==> config.mk <==
export PLATFORM = sky130hd
export DESIGN_NAME = fir_param_flat
export DESIGN_NICKNAME = d
export VERILOG_FILES = /design/src/rtl/fir_param_if.sv /design/src/rtl/fir_param.sv /design/src/flat_wrapper.sv
export SDC_FILE = /design/constraint.sdc
export NUM_CORES = 2
export LEC_CHECK = 0
export BUFFER_PORTS_ARGS = -buffer_cell sky130_fd_sc_hd__buf_2
export CORE_MARGIN = 5
export CORE_UTILIZATION = 60
export CTS_CLUSTER_DIAMETER = 60
export DETAILED_ROUTE_END_ITERATION = 10
export HOLD_SLACK_MARGIN = 0.05
export PLACE_DENSITY = 0.84
export REMOVE_ABC_BUFFERS = 1
export SYNTH_ARGS = -nofsm -noshare
export SYNTH_HDL_FRONTEND = slang
export SYNTH_SLANG_ARGS = --single-unit
==> constraint.sdc <==
create_clock -name clk -period 11.45 [get_ports clk]
set_clock_uncertainty 0.05 [all_clocks]
set_input_delay 1.145 -clock clk [delete_from_list [all_inputs] [get_ports clk]]
set_output_delay 1.145 -clock clk [all_outputs]
set_load 0.02 [all_outputs]
==> src/rtl/fir_param_if.sv <==
// Sample, coefficient-load and filtered-output signals of one FIR channel.
// The master drives samples and coefficient writes; the filter (slave) drives the output.
interface fir_param_if #(
  parameter int DW = 8,
  parameter int CW = 10,
  parameter int OW = 18,
  parameter int AW = 3
) ();
  logic                 in_valid;
  logic [DW-1:0]        in_data;
  logic                 coef_we;
  logic [AW-1:0]        coef_addr;
  logic signed [CW-1:0] coef_data;
  logic                 coef_commit;
  logic                 out_valid;
  logic signed [OW-1:0] out_data;
  logic                 out_sat;

  modport master (
    output in_valid, in_data, coef_we, coef_addr, coef_data, coef_commit,
    input  out_valid, out_data, out_sat
  );

  modport slave (
    input  in_valid, in_data, coef_we, coef_addr, coef_data, coef_commit,
    output out_valid, out_data, out_sat
  );
endinterface

==> src/rtl/fir_param.sv <==
// Transposed-form FIR with double-buffered coefficients, scaling and saturation.
// Output registered one cycle after each accepted sample; there is no backpressure, and idle cycles hold all state.
module fir_param #(
  parameter int NTAPS     = 7,
  parameter int DW        = 8,
  parameter int IN_SIGNED = 0,
  parameter int CW        = 10,
  parameter int OW        = 18,
  parameter int SHIFT     = 0,
  parameter int AW        = 3
) (
  input  logic        clk,
  input  logic        rst_n,
  fir_param_if.slave  bus
);
  // Wide enough for NTAPS full-precision products, so the sum can never overflow (assumes AC >= OW).
  localparam int AC = DW + 1 + CW + $clog2(NTAPS);
  localparam logic signed [AC-1:0] MAXV = {{(AC-OW+1){1'b0}}, {(OW-1){1'b1}}};
  localparam logic signed [AC-1:0] MINV = {{(AC-OW+1){1'b1}}, {(OW-1){1'b0}}};

  logic signed [CW-1:0] wa_q [NTAPS];
  logic signed [CW-1:0] ws_q [NTAPS];
  logic signed [CW-1:0] ws_d [NTAPS];
  logic signed [AC-1:0] p_q  [1:NTAPS-1];
  logic signed [AC-1:0] prod [NTAPS];

  logic signed [DW:0]   xe;
  logic signed [AC-1:0] xa;
  logic signed [AC-1:0] acc;
  logic signed [AC-1:0] s;
  logic signed [OW-1:0] out_data_d, out_data_q;
  logic                 out_sat_d, out_sat_q, out_valid_q;

  always_comb begin
    xe = (IN_SIGNED != 0) ? {bus.in_data[DW-1], bus.in_data} : {1'b0, bus.in_data};
    xa = AC'(xe);
    for (int k = 0; k < NTAPS; k++) begin
      prod[k] = xa * AC'(wa_q[k]);
    end
    acc = prod[0] + p_q[1];
    s   = acc >>> SHIFT;
    out_data_d = s[OW-1:0];
    out_sat_d  = 1'b0;
    if (s > MAXV) begin
      out_data_d = MAXV[OW-1:0];
      out_sat_d  = 1'b1;
    end else if (s < MINV) begin
      out_data_d = MINV[OW-1:0];
      out_sat_d  = 1'b1;
    end
  end

  // Addresses that match no tap fall through the loop and are dropped.
  always_comb begin
    ws_d = ws_q;
    for (int k = 0; k < NTAPS; k++) begin
      if (bus.coef_we && (bus.coef_addr == AW'(k))) begin
        ws_d[k] = bus.coef_data;
      end
    end
  end

  always_ff @(posedge clk or negedge rst_n) begin
    if (!rst_n) begin
      for (int k = 0; k < NTAPS; k++) begin
        wa_q[k] <= '0;
        ws_q[k] <= '0;
      end
      for (int k = 1; k < NTAPS; k++) begin
        p_q[k] <= '0;
      end
      out_valid_q <= 1'b0;
      out_data_q  <= '0;
      out_sat_q   <= 1'b0;
    end else begin
      ws_q <= ws_d;
      // A commit discards the in-flight partial sums even when a sample is accepted.
      if (bus.coef_commit) begin
        wa_q <= ws_d;
        for (int k = 1; k < NTAPS; k++) begin
          p_q[k] <= '0;
        end
      end else if (bus.in_valid) begin
        for (int k = 1; k < NTAPS - 1; k++) begin
          p_q[k] <= prod[k] + p_q[k+1];
        end
        p_q[NTAPS-1] <= prod[NTAPS-1];
      end
      out_valid_q <= bus.in_valid;
      if (bus.in_valid) begin
        out_data_q <= out_data_d;
        out_sat_q  <= out_sat_d;
      end
    end
  end

  assign bus.out_valid = out_valid_q;
  assign bus.out_data  = out_data_q;
  assign bus.out_sat   = out_sat_q;
endmodule

==> src/flat_wrapper.sv <==
// flat-port wrapper written by rule: the top's interface ports become plain ports
module fir_param_flat 
#(
  parameter int NTAPS     = 7,
  parameter int DW        = 8,
  parameter int IN_SIGNED = 0,
  parameter int CW        = 10,
  parameter int OW        = 18,
  parameter int SHIFT     = 0,
  parameter int AW        = 3
)
  (clk, rst_n, bus_in_valid, bus_in_data, bus_coef_we, bus_coef_addr, bus_coef_data, bus_coef_commit, bus_out_valid, bus_out_data, bus_out_sat);
  fir_param_if #(.DW(DW), .CW(CW), .OW(OW), .AW(AW)) bus_i ();
  input  logic clk;
  input  logic rst_n;
  input wire logic [$bits(bus_i.in_valid)-1:0] bus_in_valid;
  input wire logic [$bits(bus_i.in_data)-1:0] bus_in_data;
  input wire logic [$bits(bus_i.coef_we)-1:0] bus_coef_we;
  input wire logic [$bits(bus_i.coef_addr)-1:0] bus_coef_addr;
  input wire logic [$bits(bus_i.coef_data)-1:0] bus_coef_data;
  input wire logic [$bits(bus_i.coef_commit)-1:0] bus_coef_commit;
  output wire logic [$bits(bus_i.out_valid)-1:0] bus_out_valid;
  output wire logic [$bits(bus_i.out_data)-1:0] bus_out_data;
  output wire logic [$bits(bus_i.out_sat)-1:0] bus_out_sat;
  assign bus_i.in_valid = bus_in_valid;
  assign bus_i.in_data = bus_in_data;
  assign bus_i.coef_we = bus_coef_we;
  assign bus_i.coef_addr = bus_coef_addr;
  assign bus_i.coef_data = bus_coef_data;
  assign bus_i.coef_commit = bus_coef_commit;
  assign bus_out_valid = bus_i.out_valid;
  assign bus_out_data = bus_i.out_data;
  assign bus_out_sat = bus_i.out_sat;
  fir_param #(.NTAPS(NTAPS), .DW(DW), .IN_SIGNED(IN_SIGNED), .CW(CW), .OW(OW), .SHIFT(SHIFT), .AW(AW)) u_core (.clk(clk), .rst_n(rst_n), .bus(bus_i));
endmodule
==> impl_results.md <==
* Status: finished clean
* Adder-Cell Fraction of Synth Area at 0.3797
* # nets final at 4860
* Worst-path fanout max at 46
* Clk Latency, worst-skew pair at 590 ps
* # IOs at 46
* Post-CTS Hold Fix Bufs at 0
* Slew Limit Fails at 0
* Wire per inst at 18.61 um
* R2r setup slk at 3670 ps
* CTS tree: done
* Post-Syn Area at 37590 um^2
* Mux cell area share after synthesis at 0.06463
* Starting Density at 0.6070
* Final setup TNS at 0 ps
* Routability cong. at 0.8744
* Most common cell after layout, fill and taps aside: inv_1
* Sequential area share after synthesis at 0.1924
* Crit path kind: primary input to flop
* Ys flop type: dfrtp_1
* Yosys Warn Count at 0
* Synth Area per Inst at 9.420 um^2
* CP cell instances: buf_2, nand2_1, fa_1, fa_1, inv_1, fa_1, inv_1, fa_1, inv_1, ha_1, o21ai_0, o21bai_1, o311ai_1, and3_1, nor3_1, nor3b_2, ha_1, a21o_1, or4b_2, o21ai_1, o21ba_2, o41ai_4, nand2_1, o22a_1
* Clock transition at path regs at 60 ps
* Filler cell count at 4805
* Post-Synth Simple-Gate Area at 0.1418
* DRC viols at 0
* Synth Area in Compound Gates at 0.08846
* Inserted Clock Buffers at 38
* Clock sink count at 289
* First-pass iteration count of the detailed router at 5
* Commonest cells after routing, fill and taps aside: 698 x inv_1, 468 x fa_1, 392 x ha_1
* Period minus WS final at 8638 ps
* Post-Synth XOR/XNOR Area at 0.05092
* Synth Instances at 3991
* Slowest stage cell on the critical path: buf_2
* Hold Path Class: flop to flop
* Die X at 260.3 um
* CP required at between 10000 and 15000 ps
* Crit-path most repeated cell: fa_1
* H-tree depth at 2
* Die Ht at 260.3 um
* Slew margin rel. at 0.08194
* Type of origin of the critical path: primary input
* Root Driver: clkbuf_16
* Die area at just under 70000 um^2
* Final Hold Fails at 0
* Maxcap violations at 0
* Grt ovf at 0
* All-Layer GR Usage at 0.2745
* Core area at 61940 um^2
* Crit share post-route at 0.7544
* ANT nets after route at 0
* Worst slew pin tran at 1377 ps
* EDFF count, synth at 0
* Layout cells sized above 1 at 0.07694
* CTS max path bufs at 3
* Iteration-0 DRC Markers at 1951
* Via/cell ratio at 5.781
* Vias in the first global route at a little under 30k
* Via Count at 28.00k
* Initial antenna violation count at 2
* First-pass GRT wire length at between 150000 and 200000 um
* Async SR Flop Fraction at 1.000
* Worst EP arrival at between 9000 and 10000 ps
* Max Fclk at 115.8 MHz
* Post-CTS setup buffer count at 0
* Total Wirelength at 90130 um
* # rows at 91
* Count of input and output buffers at 45
* Crit-path max cell delay at 1000 ps
* Cts repair resizes at 0
* Largest net degree at the start of global routing at 82
* RSZ-0062 raised after global routing: false
* Post-DP HPWL at between 60000 and 70000 um
* Largest family of logic cells by synthesized area: adder cells
* Area grow syn2layout at 6.214%
* Final Setup Violations at 0
* Synthesized flop and latch total at ~290
* Count of different cell masters after synthesis at between 70 and 80
* Critical path capture point type: flop
-- Yosys cell counts (5+ instances only) --
| cell type | instances | area share |
|---|---|---|
| inv_1 | 698 | 0.070 |
| fa_1 | 468 | 0.25 |
| ha_1 | 392 | 0.13 |
| and2_1 | 335 | 0.056 |
| nand2_1 | 316 | 0.032 |
| dfrtp_1 | 289 | 0.19 |
| nor2_1 | 232 | 0.023 |
| xnor2_1 | 155 | 0.036 |
| a21oi_1 | 150 | 0.020 |
| mux2_2 | 142 | 0.043 |
| clkbuf_1 | 107 | 0.011 |
| mux2i_1 | 83 | 0.022 |
| o21ai_0 | 72 | 0.0096 |
| xor2_1 | 58 | 0.014 |
| a21o_1 | 54 | 0.011 |
| nor3_1 | 44 | 0.0059 |
| a211oi_1 | 37 | 0.0074 |
| a31oi_1 | 37 | 0.0062 |
| nand3_1 | 35 | 0.0047 |
| o21bai_1 | 29 | 0.0058 |
| o21a_1 | 23 | 0.0046 |
| nand2b_1 | 22 | 0.0037 |
| nor2b_1 | 21 | 0.0035 |
| and3_1 | 19 | 0.0032 |
| or2_2 | 15 | 0.0025 |
| or3_1 | 13 | 0.0022 |
| o211ai_1 | 11 | 0.0022 |
| buf_1 | 10 | 0.0010 |
| a211o_1 | 8 | 0.0019 |
| a21boi_0 | 8 | 0.0016 |
| nand3b_1 | 7 | 0.0014 |
| o31ai_1 | 7 | 0.0014 |
| a31o_2 | 6 | 0.0014 |
| o31a_1 | 6 | 0.0014 |
| o41ai_1 | 6 | 0.0014 |
| a41oi_1 | 5 | 0.0012 |
-- cells by family (layout without fill, tap and decap cells) --
logic type      Yosys count  in the layout
fa+ha+maj               860            860
other cells               0              4
compound gates          504            504
simple gates           1080           1080
mux                     225            225
buf+inv                 818            830
flops                   289            289
xor+xnor                215            215
-- final timing paths --
path / from / to / depth (start not counted)
worst max register to register: u_core.wa_q[67] / u_core.bus.out_data[1] / 26
max in group asynchronous: rst_n / u_core.wa_q[49] / 3
worst min register to register: u_core.ws_q[25] / u_core.ws_q[25] / 1
worst min-delay path: u_core.ws_q[25] / u_core.ws_q[25] / 1
worst max-delay path: bus_in_data[4] / u_core.bus.out_data[1] / 24
min in group asynchronous: rst_n / u_core.ws_q[60] / 1
-- routing by layer --
layer | up-vias | track usage | routed length, um
met5 | - | 0 | 0
met4 | 0 | 0.1108 | 3984
met3 | 239 | 0.05679 | 7392
met2 | 1034 | 0.4523 | 42080
met1 | 13990 | 0.3573 | 36680
li1 | 12750 | - | -
-- cell type report --
| cell class | count | area (um^2) | area share |
|---|---|---|---|
| clock inverters | 26 | 360.3 | 0.009024 |
| well taps | 837 | 1047 | 0.02623 |
| flip-flops and latches | 289 | 7232 | 0.1811 |
| repair buffers | 63 | 385.4 | 0.009651 |
| diodes | 4 | 10.01 | 0.0002507 |
| clock buffers | 43 | 989.7 | 0.02479 |
| inverters | 698 | 2620 | 0.06561 |
| multi-input cells | 2884 | 27290 | 0.6833 |
-- metrics by stage --
stage	hold slack, ps	instance area (um^2)	util	setup slack (ps)	instances
final	439.7	39930	0.6447	2812	4844
after global routing	448.5	39920	0.6445	2315	4840
after CTS	442.5	39920	0.6445	2950	4840
after detailed placement	430.8	38570	0.6227	2386	4771
after global placement	423.2	38570	0.6227	2548	4771
after floorplan	406.2	37130	-	4032	3871
-- sequential cells by signal, summed over array words and instances, names as in the netlist --
signal / flops
u_core.p_q: 129
u_core.wa_q: 70
u_core.ws_q: 70
u_core.bus.out_data: 18
u_core.bus.out_sat: 1
u_core.bus.out_valid: 1
-- critical path: cells and delay by family --
| kind | cells | cell delay (ps) |
|---|---|---|
| simple gates | 6 | 1880 |
| compound gates | 8 | 2190 |
| buf+inv | 4 | 1140 |
| fa+ha+maj | 6 | 2670 |
Power is left out: the tool's default activity adds up to more than one toggle a clock period on the data nets, which glitch-free logic cannot reach.
